**config.mk**
```make
export PLATFORM = sky130hd
export DESIGN_NAME = mcycle_control_flat
export DESIGN_NICKNAME = d
export VERILOG_FILES = /design/src/rtl/mcycle_pkg.sv /design/src/rtl/mcycle_control_if.sv /design/src/rtl/mcycle_ctrl_decode.sv /design/src/rtl/mcycle_control.sv /design/src/flat_wrapper.sv
export SDC_FILE = /design/constraint.sdc
export NUM_CORES = 1
export LEC_CHECK = 0
export CORE_MARGIN = 3
export CORE_UTILIZATION = 45
export DETAILED_ROUTE_END_ITERATION = 10
export GPL_TIMING_DRIVEN = 0
export PLACE_DENSITY = 0.87
export SETUP_SLACK_MARGIN = 0.02
export SKIP_CTS_REPAIR_TIMING = 1
export SYNTH_ARGS = -nofsm -noshare
export SYNTH_HDL_FRONTEND = slang
export SYNTH_HIERARCHICAL = 1
export SYNTH_SLANG_ARGS = --single-unit
```
**constraint.sdc**
```tcl
create_clock -name clock -period 5.3 [get_ports clock]
set_input_delay 0.795 -clock clock [delete_from_list [all_inputs] [get_ports clock]]
set_output_delay 0.795 -clock clock [all_outputs]
set_load 0.1 [all_outputs]
```
**src/rtl/mcycle_pkg.sv**
```systemverilog
// mcycle_pkg: shared opcodes, state encodings, ALU/mux codes and control bundle
package mcycle_pkg;

    localparam logic [5:0] OP_R    = 6'b000000;
    localparam logic [5:0] OP_LW   = 6'b100011;
    localparam logic [5:0] OP_SW   = 6'b101011;
    localparam logic [5:0] OP_BEQ  = 6'b000100;
    localparam logic [5:0] OP_J    = 6'b000010;
    localparam logic [5:0] OP_ADDI = 6'b001000;

    typedef enum logic [3:0] {
        FETCH  = 4'd0,
        DECODE = 4'd1,
        MEMADR = 4'd2,
        MEMRD  = 4'd3,
        MEMWB  = 4'd4,
        MEMWR  = 4'd5,
        EXEC   = 4'd6,
        RWB    = 4'd7,
        BRANCH = 4'd8,
        JUMP   = 4'd9,
        ADDIEX = 4'd10,
        ADDIWB = 4'd11,
        TRAP   = 4'd12
    } state_t;

    localparam logic [1:0] ALUOP_ADD   = 2'b00;
    localparam logic [1:0] ALUOP_SUB   = 2'b10;
    localparam logic [1:0] ALUOP_FUNCT = 2'b01;

    localparam logic [1:0] SRCB_B    = 2'b00;
    localparam logic [1:0] SRCB_4    = 2'b01;
    localparam logic [1:0] SRCB_IMM  = 2'b10;
    localparam logic [1:0] SRCB_IMM2 = 2'b11;

    localparam logic [1:0] PCSRC_ALU    = 2'b00;
    localparam logic [1:0] PCSRC_ALUOUT = 2'b01;
    localparam logic [1:0] PCSRC_JUMP   = 2'b10;

    typedef struct packed {
        logic       pcWrite;
        logic       pcWriteCond;
        logic       iorD;
        logic       memRead;
        logic       memWrite;
        logic       memToReg;
        logic       irWrite;
        logic       regDst;
        logic       regWrite;
        logic       aluSrcA;
        logic [1:0] aluSrcB;
        logic [1:0] aluOp;
        logic [1:0] pcSource;
        logic       illegalOp;
    } ctrl_t;

endpackage

```
**src/rtl/mcycle_control_if.sv**
```systemverilog
// mcycle_control_if: opcode/memory handshake in, datapath control strobes out
interface mcycle_control_if #(parameter int CNT_W = 32);
    logic [5:0]       opcode;
    logic             memReady;
    logic             pcWrite;
    logic             pcWriteCond;
    logic             iorD;
    logic             memRead;
    logic             memWrite;
    logic             memToReg;
    logic             irWrite;
    logic             regDst;
    logic             regWrite;
    logic             aluSrcA;
    logic [1:0]       aluSrcB;
    logic [1:0]       aluOp;
    logic [1:0]       pcSource;
    logic             illegalOp;
    logic [3:0]       state;
    logic [CNT_W-1:0] instrCount;

    modport master (
        input  opcode, memReady,
        output pcWrite, pcWriteCond, iorD, memRead, memWrite, memToReg, irWrite,
               regDst, regWrite, aluSrcA, aluSrcB, aluOp, pcSource, illegalOp,
               state, instrCount
    );

    modport slave (
        output opcode, memReady,
        input  pcWrite, pcWriteCond, iorD, memRead, memWrite, memToReg, irWrite,
               regDst, regWrite, aluSrcA, aluSrcB, aluOp, pcSource, illegalOp,
               state, instrCount
    );
endinterface

```
**src/rtl/mcycle_ctrl_decode.sv**
```systemverilog
// mcycle_ctrl_decode: combinational state + memReady -> datapath control strobes
module mcycle_ctrl_decode
    import mcycle_pkg::*;
(
    input  state_t state,
    input  logic   memReady,
    output ctrl_t  ctrl
);

    // every strobe defaults to 0; each state raises only what it needs
    always_comb begin
        ctrl = '0;
        case (state)
            FETCH: begin
                ctrl.memRead = 1'b1;
                ctrl.aluSrcB = SRCB_4;
                ctrl.irWrite = memReady;
                ctrl.pcWrite = memReady;
            end
            DECODE: ctrl.aluSrcB = SRCB_IMM2;
            MEMADR: begin
                ctrl.aluSrcA = 1'b1;
                ctrl.aluSrcB = SRCB_IMM;
            end
            MEMRD: begin
                ctrl.memRead = 1'b1;
                ctrl.iorD    = 1'b1;
            end
            MEMWB: begin
                ctrl.regWrite = 1'b1;
                ctrl.memToReg = 1'b1;
            end
            MEMWR: begin
                ctrl.memWrite = 1'b1;
                ctrl.iorD     = 1'b1;
            end
            EXEC: begin
                ctrl.aluSrcA = 1'b1;
                ctrl.aluOp   = ALUOP_FUNCT;
            end
            RWB: begin
                ctrl.regWrite = 1'b1;
                ctrl.regDst   = 1'b1;
            end
            BRANCH: begin
                ctrl.aluSrcA     = 1'b1;
                ctrl.aluOp       = ALUOP_SUB;
                ctrl.pcWriteCond = 1'b1;
                ctrl.pcSource    = PCSRC_ALUOUT;
            end
            JUMP: begin
                ctrl.pcWrite  = 1'b1;
                ctrl.pcSource = PCSRC_JUMP;
            end
            ADDIEX: begin
                ctrl.aluSrcA = 1'b1;
                ctrl.aluSrcB = SRCB_IMM;
            end
            ADDIWB: ctrl.regWrite = 1'b1;
            TRAP: ctrl.illegalOp = 1'b1;
            default: ;
        endcase
    end

endmodule

```
**src/rtl/mcycle_control.sv**
```systemverilog
// mcycle_control: multicycle MIPS main control FSM with retired-instruction counter
module mcycle_control
    import mcycle_pkg::*;
#(
    parameter int CNT_W = 32
) (
    input  logic              clock,
    input  logic              reset_n,
    mcycle_control_if.master  bus
);

    state_t           state_q;
    state_t           state_d;
    ctrl_t            ctrl;
    logic             retire;
    logic [CNT_W-1:0] count_q;

    mcycle_ctrl_decode u_decode (
        .state    (state_q),
        .memReady (bus.memReady),
        .ctrl     (ctrl)
    );

    // next state; unlisted states (writebacks, TRAP, unused codes) return to FETCH
    always_comb begin
        state_d = FETCH;
        case (state_q)
            FETCH:  state_d = bus.memReady ? DECODE : FETCH;
            DECODE: state_d = (bus.opcode == OP_LW || bus.opcode == OP_SW) ? MEMADR :
                              (bus.opcode == OP_R)    ? EXEC   :
                              (bus.opcode == OP_BEQ)  ? BRANCH :
                              (bus.opcode == OP_J)    ? JUMP   :
                              (bus.opcode == OP_ADDI) ? ADDIEX : TRAP;
            MEMADR: state_d = (bus.opcode == OP_LW) ? MEMRD : MEMWR;
            MEMRD:  state_d = bus.memReady ? MEMWB : MEMRD;
            MEMWR:  state_d = bus.memReady ? FETCH : MEMWR;
            EXEC:   state_d = RWB;
            ADDIEX: state_d = ADDIWB;
            default: state_d = FETCH;
        endcase
    end

    // an instruction retires when a completing state hands back to FETCH; TRAP does not count
    assign retire = (state_d == FETCH) &&
                    (state_q inside {MEMWB, MEMWR, RWB, BRANCH, JUMP, ADDIWB});

    // state register, asynchronously returned to FETCH
    always_ff @(posedge clock or negedge reset_n) begin
        if (!reset_n) state_q <= FETCH;
        else          state_q <= state_d;
    end

    // retired-instruction counter, wraps naturally
    always_ff @(posedge clock or negedge reset_n) begin
        if (!reset_n)    count_q <= '0;
        else if (retire) count_q <= count_q + CNT_W'(1);
    end

    // PC/IR loads and memory requests are suppressed while reset is held so no
    // access is issued during an abort, even though FETCH itself requests a read
    assign bus.pcWrite     = reset_n & ctrl.pcWrite;
    assign bus.irWrite     = reset_n & ctrl.irWrite;
    assign bus.memRead     = reset_n & ctrl.memRead;
    assign bus.memWrite    = reset_n & ctrl.memWrite;
    assign bus.pcWriteCond = ctrl.pcWriteCond;
    assign bus.iorD        = ctrl.iorD;
    assign bus.memToReg    = ctrl.memToReg;
    assign bus.regDst      = ctrl.regDst;
    assign bus.regWrite    = ctrl.regWrite;
    assign bus.aluSrcA     = ctrl.aluSrcA;
    assign bus.aluSrcB     = ctrl.aluSrcB;
    assign bus.aluOp       = ctrl.aluOp;
    assign bus.pcSource    = ctrl.pcSource;
    assign bus.illegalOp   = ctrl.illegalOp;
    assign bus.state       = state_q;
    assign bus.instrCount  = count_q;

endmodule

```
**src/flat_wrapper.sv**
```systemverilog
// flat-port wrapper written by rule: the top's interface ports become plain ports
module mcycle_control_flat import mcycle_pkg::*;
#(
    parameter int CNT_W = 32
)
  (clock, reset_n, bus_opcode, bus_memReady, bus_pcWrite, bus_pcWriteCond, bus_iorD, bus_memRead, bus_memWrite, bus_memToReg, bus_irWrite, bus_regDst, bus_regWrite, bus_aluSrcA, bus_aluSrcB, bus_aluOp, bus_pcSource, bus_illegalOp, bus_state, bus_instrCount);
  mcycle_control_if #(.CNT_W(CNT_W)) bus_i ();
  input  logic clock;
  input  logic reset_n;
  input wire logic [$bits(bus_i.opcode)-1:0] bus_opcode;
  input wire logic [$bits(bus_i.memReady)-1:0] bus_memReady;
  output wire logic [$bits(bus_i.pcWrite)-1:0] bus_pcWrite;
  output wire logic [$bits(bus_i.pcWriteCond)-1:0] bus_pcWriteCond;
  output wire logic [$bits(bus_i.iorD)-1:0] bus_iorD;
  output wire logic [$bits(bus_i.memRead)-1:0] bus_memRead;
  output wire logic [$bits(bus_i.memWrite)-1:0] bus_memWrite;
  output wire logic [$bits(bus_i.memToReg)-1:0] bus_memToReg;
  output wire logic [$bits(bus_i.irWrite)-1:0] bus_irWrite;
  output wire logic [$bits(bus_i.regDst)-1:0] bus_regDst;
  output wire logic [$bits(bus_i.regWrite)-1:0] bus_regWrite;
  output wire logic [$bits(bus_i.aluSrcA)-1:0] bus_aluSrcA;
  output wire logic [$bits(bus_i.aluSrcB)-1:0] bus_aluSrcB;
  output wire logic [$bits(bus_i.aluOp)-1:0] bus_aluOp;
  output wire logic [$bits(bus_i.pcSource)-1:0] bus_pcSource;
  output wire logic [$bits(bus_i.illegalOp)-1:0] bus_illegalOp;
  output wire logic [$bits(bus_i.state)-1:0] bus_state;
  output wire logic [$bits(bus_i.instrCount)-1:0] bus_instrCount;
  assign bus_i.opcode = bus_opcode;
  assign bus_i.memReady = bus_memReady;
  assign bus_pcWrite = bus_i.pcWrite;
  assign bus_pcWriteCond = bus_i.pcWriteCond;
  assign bus_iorD = bus_i.iorD;
  assign bus_memRead = bus_i.memRead;
  assign bus_memWrite = bus_i.memWrite;
  assign bus_memToReg = bus_i.memToReg;
  assign bus_irWrite = bus_i.irWrite;
  assign bus_regDst = bus_i.regDst;
  assign bus_regWrite = bus_i.regWrite;
  assign bus_aluSrcA = bus_i.aluSrcA;
  assign bus_aluSrcB = bus_i.aluSrcB;
  assign bus_aluOp = bus_i.aluOp;
  assign bus_pcSource = bus_i.pcSource;
  assign bus_illegalOp = bus_i.illegalOp;
  assign bus_state = bus_i.state;
  assign bus_instrCount = bus_i.instrCount;
  mcycle_control #(.CNT_W(CNT_W)) u_core (.clock(clock), .reset_n(reset_n), .bus(bus_i));
endmodule
```
Word-level counts from Yosys, hierarchy flattened
Index checks and enable logic that the tools add are counted.

Memories: 0. Bits in latches: 0. Logic and storage cells: 59. Output and inout port bits: 53. Memory bits (writable): 0. Bits in read-only memories: 0. Input bits: 9. Bits in registers: 36.

Multiplexer cells: 24. Eq/ne operators: 17. $add $sub $neg: 1. Reduce and logical (&&, ||, !) cells: 11. Div/mod/pow operators: 0. Bitwise gates (word level): 4. $mul: 0. Shifts and indexed selects: 0. $lt $le $gt $ge: 0.

Operators with widths (count): $add A32 B1 Y32 const B (1); $pmux W4 S7 (1); $eq A4 B4 Y1 const B (5); $eq A4 B3 Y1 const B (4); $mux W4 (4); $eq A6 B6 Y1 const B (2); $mux W3 (4); $mux W1 (11); $eq A4 B2 Y1 const B (2); $logic_not A4 Y1 (2); $pmux W2 S2 (2); $eq A6 B2 Y1 const B (1); $eq A6 B3 Y1 const B (1); $eq A6 B4 Y1 const B (1); $logic_not A6 Y1 (1); $pmux W2 S3 (1); $reduce_bool A6 Y1 (1); $reduce_or A2 Y1 (3); $and A1 B1 Y1 (4); $eq A4 B1 Y1 const B (1); $reduce_or A4 Y1 (1); $reduce_or A3 Y1 (1); $pmux W1 S2 (1); $logic_and A1 B1 Y1 (1); $logic_or A1 B1 Y1 (1).

Logic depth before layout (Yosys ltp)
Gate-level depths: netlist of the first run.

Depth in word-level cells: 9. Depth in mapped cells: 6. Mapped depth without buffers: 5.

Hierarchy
Netlist of the first run, hierarchy kept.

Modules (own cells, without submodules): mcycle_control (area each 1944.4 sq um, cells each 185, instances 1, sequential area each 900.9 sq um); mcycle_ctrl_decode (area each 245.2 sq um, cells each 33, instances 1, sequential area each 0.0 sq um).

Worst setup path after synthesis of the first run
Ideal clock, no wire load.

Path type: register -> output. From: reg u_core.state_q[1] (netlist: u_core/bus.state[1]). To: out bus_aluSrcA. Data required time: 4.505 ns. Arrival time: 3.611 ns. Slack: 0.894 ns. Buffers on the path: 1. Cell stages (with the launch flop): 4. Cells stage by stage: dfrtp_1 > buf_6 > nor2_1 > a211oi_1.

Longest elaborated chain between the ends: 3. Elaborated cells on any way between the ends: 6. Those cells by class: eq/ne: 4; mux: 1; reduce/logical: 1.

Ends and longest elaborated chain: from (decl) (RTL line mcycle_control.sv:12) `state_t state_q;`; from (signal assigned) (RTL line mcycle_control.sv:50) `else state_q <= state_d;`; $eq A4 B2 Y1, or another cell as far along (RTL line mcycle_ctrl_decode.sv:13) `case (state)`; $reduce_or A4 Y1 (no source line) *; $mux W1 * (RTL line mcycle_ctrl_decode.sv:13); to (decl) (RTL line flat_wrapper.sv:21) `output wire logic [$bits(bus_i.aluSrcA)-1:0] bus_aluSrcA;`.

Every way passes the cells marked *; elsewhere a longest branch is shown, timed or not.

==> impl_summary.txt, run 1 <==
----------------------------------------------------
[Clock tree]
  Cts bufs inserted ... 5
  CTS sink count ... 36
  Worst-Skew Late Latency ... ~0.29 ns
  Clk Tree Root Cell ... sky130_fd_sc_hd__clkbuf_8
  Clock tree from TritonCTS ... done
  Buffer levels on the longest clock path ... 2
  Deepest level of the CTS H-tree ... 2
  Register clock-pin slew on the reported worst setup and hold paths ... 0.07 ns

[Logic synthesis]
  Post-Synthesis Mean Instance Area ... 10.0 um2
  YS warnings ... 6
  Number of flops mapped to enable cells by yosys ... 0
  Fraction of synthesis flops using an asynchronous set or reset pin ... 100%
  Ys flop type ... sky130_fd_sc_hd__dfrtp_1
  Total nets after synthesis ... ~230
  Cell count after synthesis ... 218
  Flip-flop and latch count after synthesis ... 36
  Synthesized cell area ... approximately 2200 um2
  Share of the yosys chip area belonging to registers ... 41.1%
  Number of distinct library cell variants in the gate-level netlist after synthesis ... 53

[Place]
  Placed insts ... ~340
  Worst slack at placement ... about 1.2 ns
  Routability congestion estimate ... 0.817
  HPWL reported at the end of detailed placement ... about 3700 um
  Port bufs ... just over 60
  Post-place instance area ... approximately 2900 um2

[Critical path]
  Sum of buffers and inverters on the critical path ... 2
  Maximum fanout encountered on the critical timing path ... 8
  Required time of the critical path ... between 4 and 5 ns
  Slowest Stage Delay on Critical Path ... between 1 and 1.5 ns
  CP startpoint kind ... input port
  Cell repeated most along the worst path ... sky130_fd_sc_hd__clkdlybuf4s50_1
  Class of the most critical setup path ... in2out
  Cell with the biggest individual delay on the critical path ... sky130_fd_sc_hd__clkdlybuf4s50_1
  Worst Path Arrival ... between 3 and 4 ns
  Crit-path cells ... clkdlybuf4s50_1, or3b_1, a211oi_2, and2_1, clkdlybuf4s50_1
  Critical path endpoint category ... output pin
  Cell class contributing the biggest share of worst-path delay ... buffers and inverters

[Pwr]
  Total leakage power ... between 1 and 1.5 nW
  Worst-case vdd ir drop ... 0.453 mV
  Power density cells ... about 530 nW/um2

[Floorplanning]
  Chip Width ... roughly 76 um
  Cell Rows ... 24
  Number of top-level design ports ... 62
  Starting Density ... roughly half
  Vertical extent of the die ... 75.8 um
  Core Box Area ... roughly 4500 um2
  Die area ... between 5000 and 6000 um2

[Final layout]
  Seq. cell area ... approximately 900 um2
  Total area of multi-input combinational cells ... between 1000 and 1500 um2
  Post-layout net count ... around 300
  Summed area of non-filler cells in the final layout ... slightly below 3000 um2
  Filler cell count in the final layout ... 365
  Layout-stage area growth over the synthesis result ... 35.7%
  Ant diodes ... 0
  Share of cells above drive strength 1 ... 13.2%
  Post-route insts no fill ... around 350

[STA]
  Total Neg Setup Slack ... 0 ns
  Final hold vios ... 0
  Final clock skew ... about 0.0039 ns
  Fmax ... ~240 MHz
  Min Hold Slack ... between 0.4 and 0.5 ns
  Crit share post-route ... between 70% and 80%
  Final worst-path setup slack ... ~1.2 ns
  Final worst path period need ... 4.11 ns
  Number of setup violations in the final report ... 0
  Slew HR ... ~33%
  Slew Limit Fails ... 0
  Slew at the pin closest to its max-slew limit ... between 1 and 1.5 ns
  Unrepaired setup endpoints after global routing ... false

[Detailed routing]
  Number of nets with antenna violations after detailed routing ... 0
  Final wirelength ... 5080 um
  Via/cell ratio ... between 5 and 6
  Routed vias ... about 1900
  Iter 0 DRT Violations ... around 110
  DRC violation count after routing ... 0
  Number of search-and-repair iterations in the first detailed-routing pass ... 4
  Post-detailed-route wirelength per cell ... around 14 um

[GRT]
  Most Used Layer, Global Route ... met2
  Overflow left after global routing ... 0
  Met3 Use GR ... under 10%
  Number of antenna violations at the first check in global routing ... 0
  Met2 routing resource usage after global routing ... 30.2%
  Vias in the first global route ... 1815
  First-pass GRT wire length ... ~8500 um
  Maximum number of pins on one net before global-route repair ... 41
  Grt met1 use ... a little over a quarter
  Total GRT Usage ... 19.3%

[Outcome]
  Status ... completed

[Job]
  Maximum Capacitance Violations ... 0

[Hold path]
  Path class of the lowest-slack min-delay path ... reg2reg

----------------------------------------------------
worst reg2reg max path: stages (launching register included):
cell and delay, ns:
sky130_fd_sc_hd__dfrtp_1 0.46, sky130_fd_sc_hd__buf_2 0.25, sky130_fd_sc_hd__nand2b_1 0.17, sky130_fd_sc_hd__nand3_1 0.18, sky130_fd_sc_hd__nor3_1 0.59, sky130_fd_sc_hd__nand4_1 0.21, sky130_fd_sc_hd__xnor2_1 0.17
cell type report:
cell class | count | area share [%]
clock inverters | 1 | 0.253
plain buffers | 9 | 2.82
clock buffers | 7 | 2.91
inverters | 3 | 0.379
well taps | 65 | 2.74
flip-flops and latches | 36 | 30.3
repair buffers | 61 | 20.4
multi-input cells | 170 | 40.2
state kept, by name, indices dropped and copies added, names as in the netlist:
signal and cells:
u_core/bus.instrCount 32, u_core/bus.state 4
cell usage in the layout, fill, tap and decap left out, types with 3 or more instances in the layout:
cell,netlist,routed
sky130_fd_sc_hd__clkbuf_8,1,7
sky130_fd_sc_hd__buf_2,2,3
sky130_fd_sc_hd__a21oi_1,3,3
sky130_fd_sc_hd__nand2b_1,3,3
sky130_fd_sc_hd__nand2_1,18,18
sky130_fd_sc_hd__clkdlybuf4s50_1,0,60
sky130_fd_sc_hd__nor3_1,5,5
sky130_fd_sc_hd__xnor2_1,20,20
sky130_fd_sc_hd__xor2_1,15,15
sky130_fd_sc_hd__nand4_1,8,8
sky130_fd_sc_hd__nand3_1,15,15
sky130_fd_sc_hd__inv_1,3,3
sky130_fd_sc_hd__nor3b_1,3,3
sky130_fd_sc_hd__nor2_1,13,13
sky130_fd_sc_hd__or3b_1,3,3
sky130_fd_sc_hd__and2_1,4,4
sky130_fd_sc_hd__and3_1,8,8
sky130_fd_sc_hd__o21ai_0,5,5
sky130_fd_sc_hd__buf_6,4,4
sky130_fd_sc_hd__nor4_1,5,5
sky130_fd_sc_hd__dfrtp_1,36,36
sky130_fd_sc_hd__nor3_2,5,5
logic make-up (layout without fill, tap and decap cells):
family / Yosys count / after routing / share of synthesized area, %
buffers and inverters: 12 / 81 / 4.34
multiplexers: 1 / 1 / 0.514
AND/OR/NAND/NOR: 112 / 112 / 32.8
flip-flops: 36 / 36 / 41.1
AO/OA/AOI/OAI: 21 / 21 / 6.63
XOR/XNOR: 35 / 35 / 14.0
adder cells (fa/ha/maj): 1 / 1 / 0.571
Yosys cell counts (2+ instances only):
cell type	instances	area, um2
sky130_fd_sc_hd__o21ai_0	5	25.0
sky130_fd_sc_hd__xor2_1	15	131
sky130_fd_sc_hd__and3_1	8	50.1
sky130_fd_sc_hd__dfrtp_1	36	901
sky130_fd_sc_hd__nor3b_1	3	22.5
sky130_fd_sc_hd__buf_6	4	45.0
sky130_fd_sc_hd__inv_1	3	11.3
sky130_fd_sc_hd__nand2b_1	3	18.8
sky130_fd_sc_hd__nor2_1	13	48.8
sky130_fd_sc_hd__xnor2_1	20	175
sky130_fd_sc_hd__buf_4	2	15.0
sky130_fd_sc_hd__o22ai_1	2	12.5
sky130_fd_sc_hd__nor3_1	5	25.0
sky130_fd_sc_hd__nand3b_1	2	15.0
sky130_fd_sc_hd__nand3_1	15	75.1
sky130_fd_sc_hd__and3_2	2	15.0
sky130_fd_sc_hd__a21oi_1	3	15.0
sky130_fd_sc_hd__o31ai_1	2	15.0
sky130_fd_sc_hd__nor4_1	5	31.3
sky130_fd_sc_hd__or3_1	2	12.5
sky130_fd_sc_hd__and2b_2	2	17.5
sky130_fd_sc_hd__nor3_2	5	50.1
sky130_fd_sc_hd__buf_2	2	10.0
sky130_fd_sc_hd__and2_1	4	25.0
sky130_fd_sc_hd__nand4_1	8	50.1
sky130_fd_sc_hd__nand2_1	18	67.6
sky130_fd_sc_hd__or3b_1	3	26.3
routing by layer:
layer  routed length (um)  part of all wire, %
met1                 2280                   45
met2                 2390                   47
met3                  375                  7.4
met4                   44                 0.87
met5                    0                    0
power breakdown:
| part | internal, mW | leakage (nW) | switching, mW | total (mW) |
|---|---|---|---|---|
| registers | 0.309 | 0.485 | 0.0581 | 0.367 |
| clock network | 0.106 | 0.0445 | 0.0953 | 0.201 |
| logic | 0.266 | 0.741 | 0.729 | 0.995 |
metrics by stage:
step           power [mW]  util, %
2_1_floorplan        1.15        -
3_3_place_gp         1.35     63.5
3_5_place_dp         1.37     63.4
4_1_cts              1.57     65.5
5_1_grt              1.63     65.5
6_report             1.56     65.5
final timing paths:
path | slack [ns] | depth (start not counted) | from | end
worst min register to register | 0.48 | 1 | u_core/bus.instrCount[31] | u_core/bus.instrCount[31]
min in group asynchronous | 0.61 | 1 | reset_n | u_core/bus.instrCount[13]
max in group asynchronous | 4.17 | 1 | reset_n | u_core/bus.instrCount[28]
worst max-delay path | 1.19 | 5 | bus_memReady | bus_pcWrite
worst max register to register | 3.16 | 6 | u_core/bus.state[0] | u_core/bus.instrCount[28]
worst min-delay path | 0.48 | 1 | u_core/bus.instrCount[31] | u_core/bus.instrCount[31]
(Power assumes the default switching activity.)
==> inputs of run 2 (changes only) <==
==> constraint.sdc (replaced) <==
create_clock -name clock -period 4 [get_ports clock]
set_input_delay 0.6 -clock clock [delete_from_list [all_inputs] [get_ports clock]]
set_output_delay 0.6 -clock clock [all_outputs]
set_load 0.1 [all_outputs]
==> run 2 against run 1 <==
Compared with the run above:
- global-route usage down 0.71 points
- non-clock buffer count unchanged
- clock skew increased by 0.0018 ns
==> impl_summary.txt, run 2 (synthesis results as in run 1) <==
----------------------------------------------------
[GRT]
  Number of antenna violations at the first check in global routing ... 0 (unchanged)
  First-pass GRT wire length ... 8180 um (was 8470 um)
  Maximum number of pins on one net before global-route repair ... 41 (unchanged)
  Total GRT Usage ... 18.6% (was 19.3%)
  Vias in the first global route ... 1761 (was 1815)
  Overflow left after global routing ... 0 (unchanged)

[Floorplanning]
  Chip Width ... 75.8 um (unchanged)
  Vertical extent of the die ... 75.8 um (unchanged)
  Die area ... 5740 um2 (unchanged)
  Cell Rows ... 24 (unchanged)
  Core Box Area ... 4530 um2 (unchanged)
  Number of top-level design ports ... 62 (unchanged)
  Starting Density ... 48.3% (unchanged)

[Critical path]
  Critical path startpoint ... bus_memReady (unchanged)
  Worst Path Arrival ... 3.09 ns (was 3.32 ns)
  CP startpoint kind ... input port (unchanged)
  Class of the most critical setup path ... in2out (unchanged)
  Reg-to-reg setup timing slack ... 1.92 ns (was 3.16 ns)
  Critical path endpoint category ... output pin (unchanged)
  Startpoint of the worst-slack reg-to-reg timing path ... u_core/bus.state[0] (unchanged)
  Maximum fanout encountered on the critical timing path ... 8 (unchanged)
  Required time of the critical path ... 3.40 ns (was 4.51 ns)

[Clock tree]
  Cts bufs inserted ... 5 (unchanged)
  CTS sink count ... 36 (unchanged)
  Clock tree from TritonCTS ... done (unchanged)
  Deepest level of the CTS H-tree ... 2 (unchanged)
  Worst-Skew Late Latency ... 0.29 ns (about the same)
  Register clock-pin slew on the reported worst setup and hold paths ... 0.07 ns (about the same)
  Clk Tree Root Cell ... sky130_fd_sc_hd__clkbuf_8 (unchanged)
  Buffer levels on the longest clock path ... 2 (unchanged)

[Detailed routing]
  DRC violation count after routing ... 0 (unchanged)
  Routed vias ... 1879 (was 1889)
  Number of nets with antenna violations after detailed routing ... 0 (unchanged)
  Via/cell ratio ... 5.34 (was 5.37)
  Final wirelength ... 5000 um (was 5080 um)
  Number of search-and-repair iterations in the first detailed-routing pass ... 4 (unchanged)
  Post-detailed-route wirelength per cell ... 14.2 um (was 14.4 um)
  Iter 0 DRT Violations ... 104 (was 113)

[STA]
  Final worst-path setup slack ... 0.311 ns (was 1.19 ns)
  Final hold vios ... 0 (unchanged)
  Slew at the pin closest to its max-slew limit ... 0.990 ns (was 1.00 ns)
  Slew Limit Fails ... 0 (unchanged)
  Final worst path period need ... 3.69 ns
  Total Neg Setup Slack ... 0 ns (unchanged)
  Number of setup violations in the final report ... 0 (unchanged)
  Slew HR ... 33.8% (was 32.9%)
  Fmax ... between 200 and 300 MHz
  Unrepaired setup endpoints after global routing ... false (unchanged)
  Final clock skew ... 0.00570 ns (was 0.00387 ns)
  Crit share post-route ... around 92%

[Final layout]
  Most common cell after layout, fill and taps aside ... sky130_fd_sc_hd__clkdlybuf4s50_1 (unchanged)
  Ant diodes ... 0 (unchanged)
  Post-layout net count ... 296 (unchanged)
  Layout-stage area growth over the synthesis result ... 36.1% (was 35.7%)
  Max FFs per register ... 32 (unchanged)
  Share of cells above drive strength 1 ... 14.6% (was 13.2%)
  Post-route insts no fill ... 352 (unchanged)
  Most frequent cells in the layout ... sky130_fd_sc_hd__clkdlybuf4s50_1 (60), sky130_fd_sc_hd__dfrtp_1 (36), sky130_fd_sc_hd__xnor2_1 (20) (unchanged)
  Summed area of non-filler cells in the final layout ... 2980 um2 (was 2970 um2)

[Pwr]
  Power density cells ... 692 nW/um2 (was 526 nW/um2)
  Worst-case vdd ir drop ... 0.501 mV (was 0.453 mV)
  Total leakage power ... 1.28 nW (was 1.27 nW)

[Place]
  Port bufs ... 61 (unchanged)
  Placed insts ... 344 (unchanged)
  Routability congestion estimate ... 0.821 (was 0.817)
  Post-place instance area ... 2890 um2 (was 2880 um2)
  Worst slack at placement ... 0.307 ns (was 1.20 ns)
  HPWL reported at the end of detailed placement ... 3630 um (was 3750 um)

[Hold path]
  Path class of the lowest-slack min-delay path ... in2async (was reg2reg)

[Job]
  Maximum Capacitance Violations ... 0 (unchanged)

[Outcome]
  Status ... completed (unchanged)

----------------------------------------------------
run 2: cell count changes in the layout (fill, tap and decap cells not counted), sizes merged:
cell      change
clkbuf        -2
clkinvlp      -1
clkinv        +3
run 2: through the flow:
stage	total power [mW]	hold WS, ns	util [%]
after global placement	1.80	0.463	63.9
after floorplan	1.53	0.304	-
after detailed placement	1.81	0.462	63.8
final	2.06	0.414	65.7
after global routing	2.16	0.489	65.7
after CTS	2.07	0.440	65.7
run 2: worst paths after layout:
check | end | cells after the start
hold reg to reg | u_core/bus.instrCount[31] | 1
min in group clock | u_core/bus.instrCount[31] | 1
hold / removal | u_core/bus.instrCount[12] | 1
setup reg to reg | u_core/bus.instrCount[24] | 6
max in group asynchronous | u_core/bus.instrCount[17] | 1
setup / recovery | bus_pcWrite | 5
run 2: final cells by class:
cell class,instances,area (um2)
multi-input combinational,170,1210
timing repair buffer,61,606
fill,371,1560
clock buffer,5,68.8
clock inverter,3,18.8
sequential,36,901
inverter,3,11.3
tap,65,81.3
buffer,9,83.8
run 2: routing by layer:
metal	wire, um	global-route usage [%]
met1	2260	25.1
met2	2340	29.3
met3	346	5.15
met4	48	5.24
met5	0	0
run 2: worst max-delay path: stages:
cell                              delay (ns)
sky130_fd_sc_hd__clkdlybuf4s50_1        0.61
sky130_fd_sc_hd__or3b_1                 0.39
sky130_fd_sc_hd__a211oi_2               0.21
sky130_fd_sc_hd__and2_1                 0.14
sky130_fd_sc_hd__clkdlybuf4s50_1        1.14
run 2: where the power goes:
group          leakage [nW]  internal (mW)  switching [mW]
Sequential            0.485          0.409          0.0773
Clock                0.0479          0.121           0.137
Combinational         0.744          0.353           0.964
Total                  1.28          0.883            1.18
